**src/rtl/key_operand_calc.sv**
```systemverilog
// key_operand_calc: debounced two-key operand entry feeding a multi-cycle product/sum with LED display
module key_operand_calc #(
  parameter int CNT_W      = 4,
  parameter int NUM_OPS    = 2,
  parameter int LED_W      = 8,
  parameter int DEB_CYCLES = 50000
) (
  input  logic                     CLOCK_50,
  input  logic                     RESET,
  input  logic [1:0]               KEY,
  input  logic                     MODE,
  output logic [LED_W-1:0]         LED,
  output logic [NUM_OPS*CNT_W-1:0] RESULT,
  output logic                     OVF,
  output logic                     DONE
);
  localparam int RES_W = NUM_OPS*CNT_W;
  localparam int IW    = $clog2(NUM_OPS);
  localparam int DW    = $clog2(DEB_CYCLES+1);
  typedef enum logic [1:0] {CLEAR, ENTRY, CALC, SHOW} state_t;
  logic [1:0] s1_q, s2_q, deb_q, deb_d, ev_q, ev_d, hit;
  logic [DW-1:0] cnt_q [2];
  logic [DW-1:0] cnt_d [2];
  state_t state_q, state_d;
  logic [IW-1:0] idx_q, idx_d, k_q, k_d;
  logic [CNT_W-1:0] op_q [NUM_OPS];
  logic [CNT_W-1:0] op_d [NUM_OPS];
  logic [RES_W-1:0] acc_q, acc_d, opx, res_q, res_d;
  logic [LED_W-1:0] led_q, led_d;
  logic mode_q, mode_d, ovf_q, ovf_d, done_q, done_d, inc, adv;
  // A level is accepted only after DEB_CYCLES consecutive samples disagree with the current one
  always_comb begin
    for (int i = 0; i < 2; i++) begin
      hit[i]   = s2_q[i] != deb_q[i] && cnt_q[i] == DW'(DEB_CYCLES-1);
      deb_d[i] = hit[i] ? s2_q[i] : deb_q[i];
      cnt_d[i] = (s2_q[i] == deb_q[i] || hit[i]) ? '0 : cnt_q[i] + 1'b1;
    end
    ev_d = deb_q & ~deb_d;
  end
  assign inc = ev_q[1];
  assign adv = ev_q[0];
  always_comb begin
    state_d = state_q;
    idx_d   = idx_q;
    k_d     = k_q;
    op_d    = op_q;
    acc_d   = acc_q;
    mode_d  = mode_q;
    opx     = RES_W'(op_q[k_q]);
    case (state_q)
      CLEAR: begin
        state_d = ENTRY;
        idx_d   = '0;
        op_d    = '{default: '0};
      end
      ENTRY: begin
        if (inc) op_d[idx_q] = &op_q[idx_q] ? op_q[idx_q] : op_q[idx_q] + 1'b1;
        if (adv && idx_q == IW'(NUM_OPS-1)) begin
          state_d = CALC;
          mode_d  = MODE;
          acc_d   = RES_W'(op_d[0]);
          k_d     = IW'(1);
        end else if (adv) idx_d = idx_q + 1'b1;
      end
      CALC: begin
        acc_d   = mode_q ? acc_q + opx : acc_q * opx;
        k_d     = k_q + 1'b1;
        state_d = k_q == IW'(NUM_OPS-1) ? SHOW : CALC;
      end
      SHOW: state_d = adv ? CLEAR : SHOW;
    endcase
    // Outputs are derived from next-state values so they move on the same edge as the state
    done_d = state_d == SHOW;
    ovf_d  = done_d && (acc_d >> LED_W) != '0;
    res_d  = done_d ? acc_d : '0;
    led_d  = state_d == ENTRY ? LED_W'({op_d[idx_d], 3'(idx_d), 1'b1}) :
             state_d == CALC  ? LED_W'(1) :
             done_d           ? (ovf_d ? '1 : LED_W'(acc_d)) : '0;
  end
  always_ff @(posedge CLOCK_50) begin
    if (RESET) begin
      s1_q    <= 2'b11;
      s2_q    <= 2'b11;
      deb_q   <= 2'b11;
      cnt_q   <= '{default: '0};
      ev_q    <= '0;
      state_q <= CLEAR;
      idx_q   <= '0;
      k_q     <= '0;
      op_q    <= '{default: '0};
      acc_q   <= '0;
      mode_q  <= 1'b0;
      led_q   <= '0;
      res_q   <= '0;
      ovf_q   <= 1'b0;
      done_q  <= 1'b0;
    end else begin
      s1_q    <= KEY;
      s2_q    <= s1_q;
      deb_q   <= deb_d;
      cnt_q   <= cnt_d;
      ev_q    <= ev_d;
      state_q <= state_d;
      idx_q   <= idx_d;
      k_q     <= k_d;
      op_q    <= op_d;
      acc_q   <= acc_d;
      mode_q  <= mode_d;
      led_q   <= led_d;
      res_q   <= res_d;
      ovf_q   <= ovf_d;
      done_q  <= done_d;
    end
  end
  assign LED    = led_q;
  assign RESULT = res_q;
  assign OVF    = ovf_q;
  assign DONE   = done_q;
endmodule

```
**config.mk**
```make
export PLATFORM = sky130hd
export DESIGN_NAME = key_operand_calc
export DESIGN_NICKNAME = d
export VERILOG_FILES = /design/src/rtl/key_operand_calc.sv
export SDC_FILE = /design/constraint.sdc
export NUM_CORES = 1
export LEC_CHECK = 0
export CAP_MARGIN = 0
export CORE_MARGIN = 2
export CORE_UTILIZATION = 45
export CTS_CLUSTER_SIZE = 14
export DETAILED_ROUTE_END_ITERATION = 16
export SETUP_SLACK_MARGIN = 0.02
export SYNTH_ARGS = -nofsm -noshare
export SYNTH_HDL_FRONTEND = slang
export SYNTH_SLANG_ARGS = --single-unit
```
**constraint.sdc**
```tcl
create_clock -name CLOCK_50 -period 7.1 [get_ports CLOCK_50]
set_clock_uncertainty 0.1 [all_clocks]
set_input_delay 1.42 -clock CLOCK_50 [delete_from_list [all_inputs] [get_ports CLOCK_50]]
set_output_delay 1.42 -clock CLOCK_50 [all_outputs]
set_load 0.02 [all_outputs]
```
# After elaboration in Yosys (flattened, before gate mapping)
# Cells that the tools add are included.
# W data, S select, Z words.
classes:
  n_mul: 1
  muxes: 32
  eq_ne: 13
  magnitude_cmp: 4
  n_reduce_logical: 14
  add_sub_neg: 6
  bitwise_logic: 5
op_table:
  columns: ["cell", "count"]
  rows:
  - ["$mux W8", 6]
  - ["$mux W4", 11]
  - ["$add A16 B1 Y16 const B", 2]
  - ["$eq A16 B16 Y1 const B", 2]
  - ["$pmux W8 S2", 2]
  - ["$add A8 B4 Y8", 1]
  - ["$bwmux W8", 1]
  - ["$eq A2 B2 Y1 const B", 4]
  - ["$mul A8 B4 Y8", 1]
  - ["$pmux W2 S4", 1]
  - ["$ge A2 B2 Y1 const B", 3]
  - ["$mux W1", 6]
  - ["$not A1 Y2", 3]
  - ["$add A4 B1 Y4 const B", 1]
  - ["$demux W4 S1", 1]
  - ["$eq A2 B1 Y1 const B", 2]
  - ["$logic_and A1 B1 Y1", 4]
  - ["$mux W2", 2]
  - ["$pmux W1 S2", 2]
  - ["$reduce_and A2 Y1", 2]
  - ["$reduce_and A4 Y1", 1]
  - ["$reduce_or A2 Y1", 2]
  - ["$reduce_or A3 Y1", 1]
  - ["$add A1 B1 Y1 const B", 2]
  - ["other kinds (9)", 12]
word_totals:
  ff_bits: 78
  out_inout_bits: 18

# Depth between registers and ports, before layout
# Gate-level depths: netlist of run 1.
depth:
  depth_word: 13
  depth_mapped: 16

# Least setup slack after synthesis of run 1
# OpenSTA, ideal clock, no wires.
synth_timing:
  kind: "reg-to-reg"
  startpoint: "reg k_q"
  endpoint: "reg led_q[7] (netlist: LED[7])"
  path_slack_ns: 3.488
  synth_period_minus_slack_ns: 3.612
  path_stages_with_launch: 17
  arrival_ns: 3.432
  required_time_ns: 6.921
  setup_time_ns: 0.079
  cell_sequence: "dfxtp_1 -> buf_6 -> mux2_4 -> ha_1 -> xnor2_1 -> ha_1 -> inv_1 -> fa_1 -> inv_1 -> ha_1 -> o21ai_0 -> o21bai_1 -> a21oi_1 -> xnor3_1 -> nand2b_1 -> a22oi_2 -> a211oi_2"
synth_via:
  elab_chain_len: 10
  word_cells_on_any_way: 16
  classes_between: "1 x add/sub; 1 x mul; 3 x eq/ne; 10 x mux; 1 x bitwise"
synth_lines:
  columns: ["element", "line", "text"]
  rows:
  - ["start: declaration", "25", "logic [IW-1:0] idx_q, idx_d, k_q, k_d;"]
  - ["start signal: assignment", "105", "k_q <= k_d;"]
  - ["$not A1 Y2 (not written as such)", "49", "opx = RES_W'(op_q[k_q]);"]
  - ["$mux W4 (not written as such) (3 in a row)", "49", null]
  - ["$mul A8 B4 Y8 or $add A8 B4 Y8 (tied branches)", "66", "acc_d = mode_q ? acc_q + opx : acc_q * opx;"]
  - ["$mux W8", "66", null]
  - ["$pmux W8 S2", "50", "case (state_q)"]
  - ["$mux W8", "78", "done_d ? (ovf_d ? '1 : LED_W'(acc_d)) : '0;"]
  - ["$mux W8", "77", "state_d == CALC ? LED_W'(1) :"]
  - ["$mux W8 *", "76", "led_d = state_d == ENTRY ? LED_W'({op_d[idx_d], 3'(idx_d), 1'b1}) :"]
  - ["end signal: assignment", "109", "led_q <= led_d;"]
  - ["end: declaration", "29", "logic [LED_W-1:0] led_q, led_d;"]
# Mark *: on every way between the ends. The rest lies on a longest branch, timed or not. The select of a mux whose other input is x is not followed.
# A chain may end at the register's enable or synchronous reset.

# Worst setup path after layout of run 1
# Same ends and word-level chain as after synthesis.

==> results of run 1 <==
[sequential cells by signal (all words and copies together) (netlist names), 8 cells and up]
register	count
cnt_q	32
LED	8
RESULT	8
acc_q	8
op_q	8
[per-layer routing]
metal  global-route usage, %  vias up  part of all wire (%)
li1                        -     1629                     -
met1                   24.60     1501                    49
met2                   30.67       40                    46
met3                   3.482       12                   2.9
met4                   7.482        0                   1.7
met5                       0        -                     0
[layout make-up]
type / instances / share of cell area (%)
clock inverter: 6 / 1.864
inverter: 22 / 1.783
tap: 111 / 2.999
timing repair buffer: 22 / 4.701
sequential: 78 / 33.72
clock buffer: 9 / 2.675
multi-input combinational: 352 / 52.26
[cells by family (layout without fill, tap and decap cells)]
family          after synthesis  after routing
mux                          12             12
fa+ha+maj                    31             31
simple gates                198            198
flops                        78             78
xor+xnor                     41             41
buf+inv                      38             59
compound gates               69             69
other cells                   1              1
[how the worst max path moves through the flow]
stage                     cells past startpoint  slack, ps      to  startpoint
final                                        15       3180  LED[7]         k_q
after global routing                         15       2890  LED[7]         k_q
after global placement                       15       3300  LED[7]         k_q
after detailed placement                     15       3190  LED[7]         k_q
after floorplan                              16       3490  LED[7]         k_q
after CTS                                    15       3160  LED[7]         k_q
[worst max-delay path, stage by stage, from the launching register on]
cell	delay [ps]
dfxtp_1	500
mux2_4	380
ha_1	220
xnor2_1	130
ha_1	270
inv_1	50
fa_1	530
inv_1	40
ha_1	340
o21ai_0	240
o21bai_1	90
a21oi_1	160
xnor3_1	400
nand2b_1	90
a22oi_2	80
a211oi_2	230
[synth_stat cells (all sizes together), types with 3 or more instances]
| library cell | n |
|---|---|
| dfxtp | 78 |
| ha | 22 |
| xor2 | 19 |
| clkbuf | 10 |
| nand3 | 9 |
| nand2 | 42 |
| buf | 5 |
| nand2b | 4 |
| nor2b | 10 |
| a21oi | 12 |
| nor2 | 73 |
| mux2 | 10 |
| a21o | 5 |
| and2 | 13 |
| a22oi | 3 |
| a31oi | 5 |
| o21ai | 11 |
| a211oi | 12 |
| or2 | 7 |
| and3 | 12 |
| inv | 22 |
| xnor2 | 20 |
| fa | 9 |
| nor3 | 6 |
| nand4 | 8 |
| o22ai | 5 |
[metrics by stage]
step | std cells | hold slack [ps]
4_1_cts | 600 | 315.5
5_1_grt | 600 | 325.1
2_1_floorplan | 468 | 289.5
3_3_place_gp | 585 | 291.9
6_report | 600 | 318.0
3_5_place_dp | 585 | 297.2
[where the power goes]
part	internal [W]	leakage [nW]	switching, W
Clock	0.000196	0.105	0.000161
Combinational	0.00000998	1.12	0.0000181
Sequential	0.000440	0.630	0.00000234
Total	0.000646	1.86	0.000181
==> impl_metrics.ini, run 1 <==
[status]
status = finished clean

[finish]
postLayoutCellArea_um2 = 4631
final_cell_mix = 78 x dfxtp_1, 73 x nor2_1, 41 x nand2_1
final_nets = 521
fill_cells = 867
antenna_cells = 0
syn_to_final_growth_pct = 10.84
mostFrequentLayoutCell = dfxtp_1
final_layout_size_suffix_gt1_share_pct = 7.566
regArea_um2 = 1562
multiInputGateArea_um2 = 2420
fin_util_pct = 50.84

[synthesis]
syn_nets = 504
synth_area_um2 = 4178
synthXorXnorAreaFrac_pct = 9.254
synth-edff-count = 0
yosysWarnings = 0
synth_largest_area_cell = dfxtp_1
avgSynthCellArea_um2 = 8.927
synth_compound_gate_area_share_pct = 11.29
synthAdderAreaFrac_pct = 10.90
yosysTopAreaCellShare_pct = 37.38
synthSimpleGateAreaFrac_pct = 23.03
synthCells = 468
ys_ff_latch = 78
synth_top_family_by_area = simple AND/OR/NAND/NOR gates
ys_async_sr_fraction_pct = 0
yosysSeqAreaShare_pct = 37.38
synth_cell_type_count = 59
yosys-top-cells-area = dfxtp_1 37%, ha_1 6.6%, nor2_1 6.6%
ys.flop_type = dfxtp_1
muxShareOfSynthArea_pct = 3.354

[placed_design]
dp_hpwl_mm = 6.424
io_buffers = 21
place_ws_ps = 3189
place_congestion = 0.8579
dpl_cell_area_um2 = 4420

[clock_tree]
cts.reportedPaths.clkPinSlew_ps = 70
cts_tree = done
cts_hold_buf = 0
root_buffer = clkbuf_8
cts_resized = 0
post_cts.repair.setup_buffers = 0
clk_latency_ps = 350
cts_num_sinks = 78
numCtsBuffers = 9
clk_path_buf_depth = 2
cts_max_level = 3

[worst_hold_path]
hp-start = s1_q[1]
hp-class = flip-flop to flip-flop
min_to = s2_q[1]
min_path_cells = 1

[power]
leakagePower_nw = 1.855
power_w = 0.0008269
power_density_nw_per_um2 = 178.6
peakVddDrop_mv = 0.1172

[floorplan]
dieArea_um2 = 10070
num_rows = 35
num_io_pins = 23
die_x_um = 100.4
coreArea_um2 = 9109
start_util_pct = 45.87
die_h_um = 100.4

[timing]
slew_violations = 0
tightest_slew_ps = 639.0
setup_violations = 0
totalNegativeSetupSlack_ps = 0
layout_min_cycle_time_ps = 3918
period_share_pct = 55.18
hold_viol = 0
fin_ws_ps = 3182
rsz0062_at_grt = no
max_freq_mhz = 255.2
slew_headroom_pct = 57.40

[setup_path]
reg2reg_depth = 15
reg2reg_from = k_q
required_ps = 7260
cp-end-kind = flip-flop
critPathLaunchType = flip-flop
worstSetupPathType = flip-flop to flip-flop
worstPathMaxFanout = 7
cp.arrival_ps = 4080
reg2reg_to = LED[7]
r2r_setup_slack_ps = 3180

[detailed_routing]
wl_per_cell_um = 14.48
remaining_drc_errors = 0
drt_iter0_markers = 60
vias_per_cell = 5.303
vias = 3182
routed_wl_mm = 8.689
drt.antenna.violating_nets = 0
drt-pass1-iter-count = 4

[grt]
grt_usage_pct = 18.79
antenna_found_initial = 0
grt_max_degree = 31
grt_overflow_total = 0
grt_pass1_wl_mm = 14.95
grt_pass1_vias = 3090

[flow_run]
cap_violations = 0
Note: power is estimated with default switching activity, not from simulation.
==> inputs of run 2 (changes only) <==
PLACE_DENSITY = 0.65   (was unset)
clock period = 3.6 ns   (was 7.1 ns; I/O delays follow)
==> impl_metrics.ini, run 2 (synthesis results as in run 1) <==
[finish]
fin_util_pct = 54.63
top_register = cnt_q
syn_to_final_growth_pct = 19.11
final_layout_size_suffix_gt1_share_pct = 15.18
final_nets = 546
largest_reg_flops = 32
postLayoutCellArea_um2 = 4976
final_cell_mix = 77 x dfxtp_1, 73 x nor2_1, 40 x nand2_1
antenna_cells = 0
mostFrequentLayoutCell = dfxtp_1

[setup_path]
worstPathMaxFanout = 7
cp-end-kind = flip-flop
cp.arrival_ps = 3600
required_ps = 3760
max_stage_delay_ps = 480
crit_slowest_cell = fa_2
critical_path.cell_chain = mux2_4, nand2_1, fa_1, inv_1, fa_2, fa_2, a21o_1, a21oi_2, xnor2_1, nor2_1, a211oi_2, a21oi_2, a211oi_2
worstSetupPathType = flip-flop to flip-flop
critPathLaunchType = flip-flop

[timing]
tightest_slew_ps = 668.8
slew_violations = 0
timing.hold.ws_ps = 311.2
period_share_pct = 95.45
fin_ws_ps = 163.9
setup_violations = 0
slew_headroom_pct = 55.41
hold_viol = 0
max_freq_mhz = 291.0
rsz0062_at_grt = yes
layout_min_cycle_time_ps = 3436

[power]
p_seq_share_pct = 49.1
p_switching_w = 0.0003572
power.internal_w = 0.001417
power_density_nw_per_um2 = 356.6
netSwitchingFraction_pct = 20.13
pwr-share-comb_pct = 3.4
peakVddDrop_mv = 0.3009
leakagePower_nw = 1.997
p_clk_share_pct = 47.5

[floorplan]
num_io_pins = 23
dieArea_um2 = 10070
die_x_um = 100.4
coreArea_um2 = 9109
num_rows = 35
die_h_um = 100.4
start_util_pct = 45.87

[detailed_routing]
remaining_drc_errors = 0
vias_per_cell = 5.275
vias = 3297
drt.antenna.violating_nets = 0
wl_per_cell_um = 14.44
drt-pass1-iter-count = 5
routed_wl_mm = 9.022
drt_iter0_markers = 154

[placed_design]
dp_hpwl_mm = 6.763
io_buffers = 21
place_ws_ps = -117.7
place_congestion = 0.9425
dpl_cell_area_um2 = 4621

[grt]
grt_max_degree = 22
grt_pass1_wl_mm = 14.97
grt_overflow_total = 0
antenna_found_initial = 0
grt_usage_pct = 18.89
grt_pass1_vias = 3121

[clock_tree]
cts.reportedPaths.clkPinSlew_ps = 80
cts_num_sinks = 78
cts_max_level = 3
post_cts.repair.setup_buffers = 0
cts_hold_buf = 0
clk_path_buf_depth = 2
numCtsBuffers = 9
root_buffer = clkbuf_8
cts_tree = done
clk_latency_ps = 340

[flow_run]
cap_violations = 0

[worst_hold_path]
hp-class = flip-flop to flip-flop

[status]
status = finished clean
run 2: cell types whose count changed in the layout (fill, tap and decap cells not counted), sizes merged:
cell      change
clkinvlp      -1
clkinv        -1
buf          +25
bufinv        +2
run 2: path summary, 6_finish.rpt:
kind / startpoint / to / slack (ps) / cells after the start
worst max register to register: k_q / LED[6] / 160 / 13
worst max-delay path: k_q / LED[6] / 160 / 13
worst min-delay path: s1_q[1] / s2_q[1] / 310 / 1
worst min register to register: s1_q[1] / s2_q[1] / 310 / 1
run 2: layout make-up:
| class | instances | area (um2) |
|---|---|---|
| fillers | 814 | 4133 |
| multi-input cells | 352 | 2514 |
| flip-flops and latches | 78 | 1565 |
| repair buffers | 47 | 417.9 |
| well taps | 111 | 138.9 |
| clock inverters | 6 | 133.9 |
| clock buffers | 9 | 123.9 |
| inverters | 22 | 82.58 |
run 2: power by group through the flow:
stage | Combinational (W) | Clock (W) | Sequential (W)
after floorplan | 0.0000389 | 0 | 0.000893
after global placement | 0.0000587 | 0 | 0.000892
after detailed placement | 0.0000594 | 0 | 0.000892
after CTS | 0.0000600 | 0.000858 | 0.000870
after global routing | 0.0000662 | 0.000900 | 0.000871
final | 0.0000605 | 0.000843 | 0.000871
run 2: worst max-delay path, delay by kind of cell, from the launching register on:
kind	cells	cell delay, ps
DFF	1	380
xor gates and xnor gates	1	130
and+or+nand+nor	2	160
adders and majority gates	3	1300
AOI/OAI and AO/OA	5	830
muxes	1	340
buffers and inverters	1	90
run 2: per-stage QoR:
step	instances	TNS (ps)	total power [W]
final	625	0	0.001774
after global routing	625	0	0.001838
after CTS	625	0	0.001789
after detailed placement	610	-225.6	0.0009511
after global placement	610	-22.76	0.0009504
after floorplan	468	0	0.0009315
run 2: metal layers:
metal,vias up,track usage (%),wire (um)
met5,-,0,0
met4,0,4.636,97
met3,9,4.944,322
met2,60,31.08,4234
met1,1550,24.85,4368
li1,1678,-,-
run 2: what timing repair did:
| action | 4_1_cts | 5_1_grt |
|---|---|---|
| pin swaps | 5 | 10 |
| setup endpoints to repair | 4 | 5 |
| hold endpoints to repair | 0 | 0 |
| resized for setup | 8 | 12 |
